--- config.mk ---
export PLATFORM = sky130hd
export DESIGN_NAME = countdown_timer_ctrl
export DESIGN_NICKNAME = d
export VERILOG_FILES = /design/src/rtl/countdown_timer_ctrl.sv
export SDC_FILE = /design/constraint.sdc
export NUM_CORES = 1
export LEC_CHECK = 0
export ABC_AREA = 1
export BUFFER_PORTS_ARGS = -buffer_cell sky130_fd_sc_hd__buf_2
export CAP_MARGIN = 5
export CORE_ASPECT_RATIO = 0.6
export CORE_UTILIZATION = 50
export DETAILED_ROUTE_END_ITERATION = 8
export HOLD_SLACK_MARGIN = 0.05
export PLACE_DENSITY_LB_ADDON = 0.08
export SLEW_MARGIN = 20
export SYNTH_ARGS = -nofsm -noshare
export SYNTH_HDL_FRONTEND = slang
export SYNTH_SLANG_ARGS = --single-unit
--- constraint.sdc ---
create_clock -name clk -period 2.02 [get_ports clk]
set_input_delay 0 -clock clk [delete_from_list [all_inputs] [get_ports clk]]
set_output_delay 0 -clock clk [all_outputs]
set_load 0.005 [all_outputs]
--- src/rtl/countdown_timer_ctrl.sv ---
// countdown_timer_ctrl: mixed-radix BCD countdown timer with button-driven preset editing
//   clk, rst_n                 clock, asynchronous active-low reset
//   btn_up/down/left/right     level buttons (debounced); rising edges edit the preset
//   btn_action                 level button; rising edge starts, stops or acknowledges
//   time_bcd                   current time, digit 0 in bits [3:0]
//   state                      00 RUN, 01 SETUP, 11 DONE
//   cursor                     index of the digit being edited
//   tick, done_pulse           one-cycle pulses on prescaler wrap and on expiry
module countdown_timer_ctrl #(
  parameter int CLK_HZ      = 50_000_000,
  parameter int TICK_HZ     = 1,
  parameter int N_DIGITS    = 4,
  parameter int MIXED_RADIX = 1,
  parameter int AUTO_RELOAD = 0
) (
  input  logic                        clk,
  input  logic                        rst_n,
  input  logic                        btn_up,
  input  logic                        btn_down,
  input  logic                        btn_left,
  input  logic                        btn_right,
  input  logic                        btn_action,
  output logic [4*N_DIGITS-1:0]       time_bcd,
  output logic [1:0]                  state,
  output logic [$clog2(N_DIGITS)-1:0] cursor,
  output logic                        tick,
  output logic                        done_pulse
);
  localparam int DIV = CLK_HZ / TICK_HZ;
  localparam int PW  = $clog2(DIV);
  localparam int CW  = $clog2(N_DIGITS);
  localparam int W   = 4 * N_DIGITS;

  typedef enum logic [1:0] {RUN = 2'b00, SETUP = 2'b01, DONE = 2'b11} stateT;

  stateT curState, nState;
  logic [W-1:0] preset, nPreset, nTime, decTime;
  logic [CW-1:0] nCursor;
  logic [PW-1:0] prescaler, nPresc;
  logic [4:0] btnPrev, btnNow, ev;
  logic nTick, nDone, borrow, wrap;
  logic actEv, upEv, downEv, leftEv, rightEv;
  logic [3:0] curDig, curMax;

  function automatic logic [3:0] digMax(input int i);
    return (MIXED_RADIX != 0 && i % 2 == 1) ? 4'd5 : 4'd9;
  endfunction

  assign btnNow  = {btn_action, btn_up, btn_down, btn_left, btn_right};
  assign ev      = btnNow & ~btnPrev;
  assign actEv   = ev[4];
  assign upEv    = ev[3];
  assign downEv  = ev[2];
  assign leftEv  = ev[1];
  assign rightEv = ev[0];
  assign wrap    = prescaler == PW'(DIV - 1);
  assign curDig  = time_bcd[{cursor, 2'b00} +: 4];
  assign curMax  = (MIXED_RADIX != 0 && cursor[0]) ? 4'd5 : 4'd9;
  assign state   = curState;

  // Ripple-borrow decrement: each digit at 0 wraps to its own maximum.
  always_comb begin
    decTime = time_bcd;
    borrow  = 1'b1;
    for (int i = 0; i < N_DIGITS; i++) begin
      decTime[4*i +: 4] = borrow ? ((time_bcd[4*i +: 4] == 4'd0) ? digMax(i) : time_bcd[4*i +: 4] - 4'd1)
                                 : time_bcd[4*i +: 4];
      borrow = borrow && time_bcd[4*i +: 4] == 4'd0;
    end
  end

  // A present action event consumes the cycle even when it has no effect,
  // so lower-priority events in the same cycle are always dropped.
  always_comb begin
    nState  = curState;
    nTime   = time_bcd;
    nPreset = preset;
    nCursor = cursor;
    nTick   = 1'b0;
    nDone   = 1'b0;
    nPresc  = '0;
    case (curState)
      RUN:
        if (actEv) begin
          nState  = SETUP;
          nCursor = '0;
        end else if (wrap) begin
          nTick = 1'b1;
          if (decTime == '0) begin
            nDone = 1'b1;
            if (AUTO_RELOAD != 0) nTime = preset;
            else begin
              nTime  = '0;
              nState = DONE;
            end
          end else nTime = decTime;
        end else nPresc = prescaler + 1'b1;
      SETUP:
        if (actEv) begin
          if (time_bcd != '0) begin
            nPreset = time_bcd;
            nState  = RUN;
          end
        end else if (upEv) nTime[{cursor, 2'b00} +: 4] = (curDig == curMax) ? 4'd0 : curDig + 4'd1;
        else if (downEv) nTime[{cursor, 2'b00} +: 4] = (curDig == 4'd0) ? curMax : curDig - 4'd1;
        else if (leftEv) nCursor = (cursor == CW'(N_DIGITS - 1)) ? '0 : cursor + 1'b1;
        else if (rightEv) nCursor = (cursor == '0) ? CW'(N_DIGITS - 1) : cursor - 1'b1;
      DONE:
        if (actEv) begin
          nTime   = preset;
          nState  = SETUP;
          nCursor = '0;
        end
      default: nState = SETUP;
    endcase
  end

  always_ff @(posedge clk or negedge rst_n)
    if (!rst_n) begin
      curState   <= SETUP;
      time_bcd   <= '0;
      preset     <= '0;
      cursor     <= '0;
      tick       <= 1'b0;
      done_pulse <= 1'b0;
      prescaler  <= '0;
      btnPrev    <= '1;
    end else begin
      curState   <= nState;
      time_bcd   <= nTime;
      preset     <= nPreset;
      cursor     <= nCursor;
      tick       <= nTick;
      done_pulse <= nDone;
      prescaler  <= nPresc;
      btnPrev    <= btnNow;
    end
endmodule

==> flow_summary.ini <==
[run]
max_cap_viol_count = 0

[timing]
finalMaxSlewViolations = 0
tns_ns = -0.162
slew_headroom = 0.523
max_freq_mhz = 481
finalClockSkew_ns = 0.00701
grt_setup_unrepaired = yes
timing_hold_violations_final = 0
period_needed_ns = 2.08
finalWorstSetupSlack_ns = -0.0586
timing.final.setup_violations = 3
tcrit_tclk_final = 1.03
slew_worst_pin_ns = 0.716

[detailed_routing]
post_drt_wl_per_cell_um = 17.1
via_cell_ratio = 5.58
route.vias.total = 4879
drtPass1Iterations = 8
detail_route.wirelength_um = 14900
antenna_violating_nets_post_route = 0
detail_route.iter0.violations = 715
drc_violation_count_after_routing = 0

[synthesis]
synth-edff-count = 0
synthMostInstantiatedCell = sky130_fd_sc_hd__nand2_1
synth.net_count = 672
post_synth_fa_ha_maj_area_fraction = 0.0440
yosys-top-cells-area = sky130_fd_sc_hd__dfrtp_1 (35%), sky130_fd_sc_hd__nand2_1 (14%), sky130_fd_sc_hd__nor2_1 (6.4%)
synth_simple_gate_area_share = 0.342
async_flop_share = 1.00
largest_family_of_logic_cells_by_synthesized_area = simple AND/OR/NAND/NOR gates
post_synth_most_frequent_cells = sky130_fd_sc_hd__nand2_1 (167), sky130_fd_sc_hd__nor2_1 (78), sky130_fd_sc_hd__inv_1 (70)
synth_top_area_share = 0.346
ys_ff_latch = 69
yosys_top_cell_by_area = sky130_fd_sc_hd__dfrtp_1
yosysWarnings = 0
synth_compound_area_frac = 0.136
synthesis.area_per_instance_um2 = 7.02
post_synth_top_flop = sky130_fd_sc_hd__dfrtp_1
synthMuxAreaShare = 0
synth_xor_area_frac = 0.0135
cell_count_after_synthesis = 649
yosysSeqAreaShare = 0.381
synth.cell_area_mm2 = 0.00455
synthDistinctLibCells = 41

[global_routing]
gr-usage-all-layers = 0.308
antenna_found_initial = 0
grt_max_degree = 33
globalRoute.totalOverflow = 0
grt_first_pass_wirelength_um = 22400
vias_in_the_first_global_route = 4310

[cts]
clock_root_buffer_master = sky130_fd_sc_hd__clkbuf_16
tritoncts.num_buffers = 9
clkSinkCount = 69
clkTransAtPathRegs_ns = 0.06
htree_num_levels = 3
clk_path_buf_depth = 2
cts_tree = done
insertion_delay_ns = 0.34

[finish]
nNetsFinal = 780
layout-drive-gt1-share = 0.320
synthToLayoutAreaGrowth_pct = 35.9
antenna_cells_inserted = 0
multi_input_gate_area_in_the_final_layout_mm2 = 0.00284
fill_cells = 703
design_area_mm2 = 0.00619
ff_latch_area_mm2 = 0.00174

[floorplan]
initial_core_util = 0.524
die_w_um = 125
design.die.area_mm2 = 0.00951
count_of_boundary_i_o_pins = 29
floorplan.core_area_mm2 = 0.00869
fp.dieH_um = 75.9
std_cell_rows = 26

[worst_setup_path]
worst_ep_arrival_time_ns = 2.36
r2r_slack_ns = -0.06
cp.required_ns = 2.30
critical_path_class = register to register
worst_setup_path_end_kind = register
cp_max_fo = 6
timing.critical_path.from_type = register
r2r_cells = 13

[outcome]
violations = negative setup slack
run_status = complete, but fails checks

[pwr]
static-leakage-power_nw = 3.00
p_sw_w = 0.00465
p_clk_frac = 0.173
seq_power_share = 0.222
netSwitchingFraction = 0.471
worst_ir_drop_vdd_v = 0.000933
pwr_density_cell_mw_per_mm2 = 1590
internal_power_w = 0.00521
combPwrFrac = 0.605

[placement]
io_buffers = 28
dp_hpwl_um = 10500
dpl_cell_area_mm2 = 0.00519
gp_congestion = 0.983

[worst_hold_path]
hold_class = input pin to asynchronous set/reset pin
-- registers in the layout, indices dropped and copies added, names as in the netlist --
register    count
done_pulse      1
btnPrev         5
state           2
prescaler      26
tick            1
preset         16
time_bcd       16
cursor          2
-- power by group through the flow --
stage	Clock, W	Combinational, W	Sequential, W
CTS	0.00171	0.00485	0.00212
detailed placement	0	0.00465	0.00214
floorplan	0	0.00285	0.00215
global placement	0	0.00461	0.00213
global route	0.00177	0.00645	0.00222
finish	0.00170	0.00597	0.00219
-- final timing paths --
kind,from,endpoint
min in group clk,btn_action,btnPrev[4]
worst max-delay path,cursor[0],time_bcd[4]
worst min-delay path,rst_n,prescaler[23]
worst min register to register,preset[6],preset[6]
worst max register to register,cursor[0],time_bcd[4]
max in group asynchronous,rst_n,time_bcd[7]
-- layout make-up --
class	instances	share of cell area
Clock buffer	9	0.0364
Clock inverter	7	0.0146
Inverter	79	0.0501
Multi-Input combinational cell	488	0.458
Sequential cell	69	0.281
Tap cell	112	0.0226
Timing Repair Buffer	109	0.136
Timing Repair inverter	1	0.00121
-- routing by layer --
layer / up-vias / wire length (um) / global-route usage
met1: 2231 / 7140 / 0.476
met4: 0 / 133 / 0.0659
met3: 21 / 1640 / 0.0953
li1: 2324 / - / -
met5: - / 0 / 0
met2: 303 / 5990 / 0.411
-- critical path: stages (launching register included) --
cell and delay (ns):
sky130_fd_sc_hd__dfrtp_2 0.46, sky130_fd_sc_hd__buf_6 0.15, sky130_fd_sc_hd__nand2_1 0.11, sky130_fd_sc_hd__nand3_2 0.10, sky130_fd_sc_hd__nand2_2 0.15, sky130_fd_sc_hd__ha_4 0.18, sky130_fd_sc_hd__nand3_2 0.11, sky130_fd_sc_hd__o21ai_2 0.16
sky130_fd_sc_hd__nand3_1 0.12, sky130_fd_sc_hd__o21ai_2 0.20, sky130_fd_sc_hd__nand2_1 0.08, sky130_fd_sc_hd__nand3_1 0.07, sky130_fd_sc_hd__nand2_1 0.07, sky130_fd_sc_hd__inv_1 0.05
-- cells by family after synthesis --
| family | count (synthesis) |
|---|---|
| simple gates | 351 |
| compound gates | 114 |
| buf+inv | 92 |
| flops | 69 |
| fa+ha+maj | 16 |
| xor+xnor | 7 |
-- per-stage QoR --
stage	total power [W]	hold slack, ns	worst slack [ns]	cells	utilization
6_report	0.00986	0.254	-0.0586	874	0.713
5_1_grt	0.0104	0.317	-0.138	874	0.713
4_1_cts	0.00868	0.278	0.00767	855	0.649
3_5_place_dp	0.00680	0.0952	-0.113	830	0.598
3_3_place_gp	0.00675	0.0800	-0.0333	830	0.598
2_1_floorplan	0.00500	-0.296	0.0825	649	-
-- layout by cell type (no fill, tap or decap), types with 5 or more instances in the layout --
cell and instances:
sky130_fd_sc_hd__nor3_1 13, sky130_fd_sc_hd__nand2_4 9, sky130_fd_sc_hd__buf_4 65, sky130_fd_sc_hd__xor2_1 5, sky130_fd_sc_hd__inv_1 67, sky130_fd_sc_hd__clkbuf_16 9, sky130_fd_sc_hd__a21oi_1 36, sky130_fd_sc_hd__dfrtp_1 57
sky130_fd_sc_hd__nand3_2 14, sky130_fd_sc_hd__nor2_1 69, sky130_fd_sc_hd__o21ai_0 28, sky130_fd_sc_hd__dfstp_2 6, sky130_fd_sc_hd__ha_4 5, sky130_fd_sc_hd__nand3_1 32, sky130_fd_sc_hd__ha_1 11, sky130_fd_sc_hd__nand2_2 24
sky130_fd_sc_hd__a21oi_2 8, sky130_fd_sc_hd__inv_2 7, sky130_fd_sc_hd__dfrtp_2 6, sky130_fd_sc_hd__buf_6 5, sky130_fd_sc_hd__buf_2 28, sky130_fd_sc_hd__nand4_1 10, sky130_fd_sc_hd__nor2_2 9, sky130_fd_sc_hd__dlygate4sd3_1 6
sky130_fd_sc_hd__o21ai_1 20, sky130_fd_sc_hd__nand2_1 147, sky130_fd_sc_hd__o21ai_2 8, sky130_fd_sc_hd__nor2_4 14
-- what timing repair did --
item / 4_1_cts / 5_1_grt
setup buffers: 3 / 19
hold buffers: 6 / 0
pin swaps: 2 / 38
gates cloned: 0 / 1
hold endpoints to repair: 25 / 0
setup endpoints to repair: 13 / 46
resized for setup: 11 / 113
(Power assumes the default switching activity.)
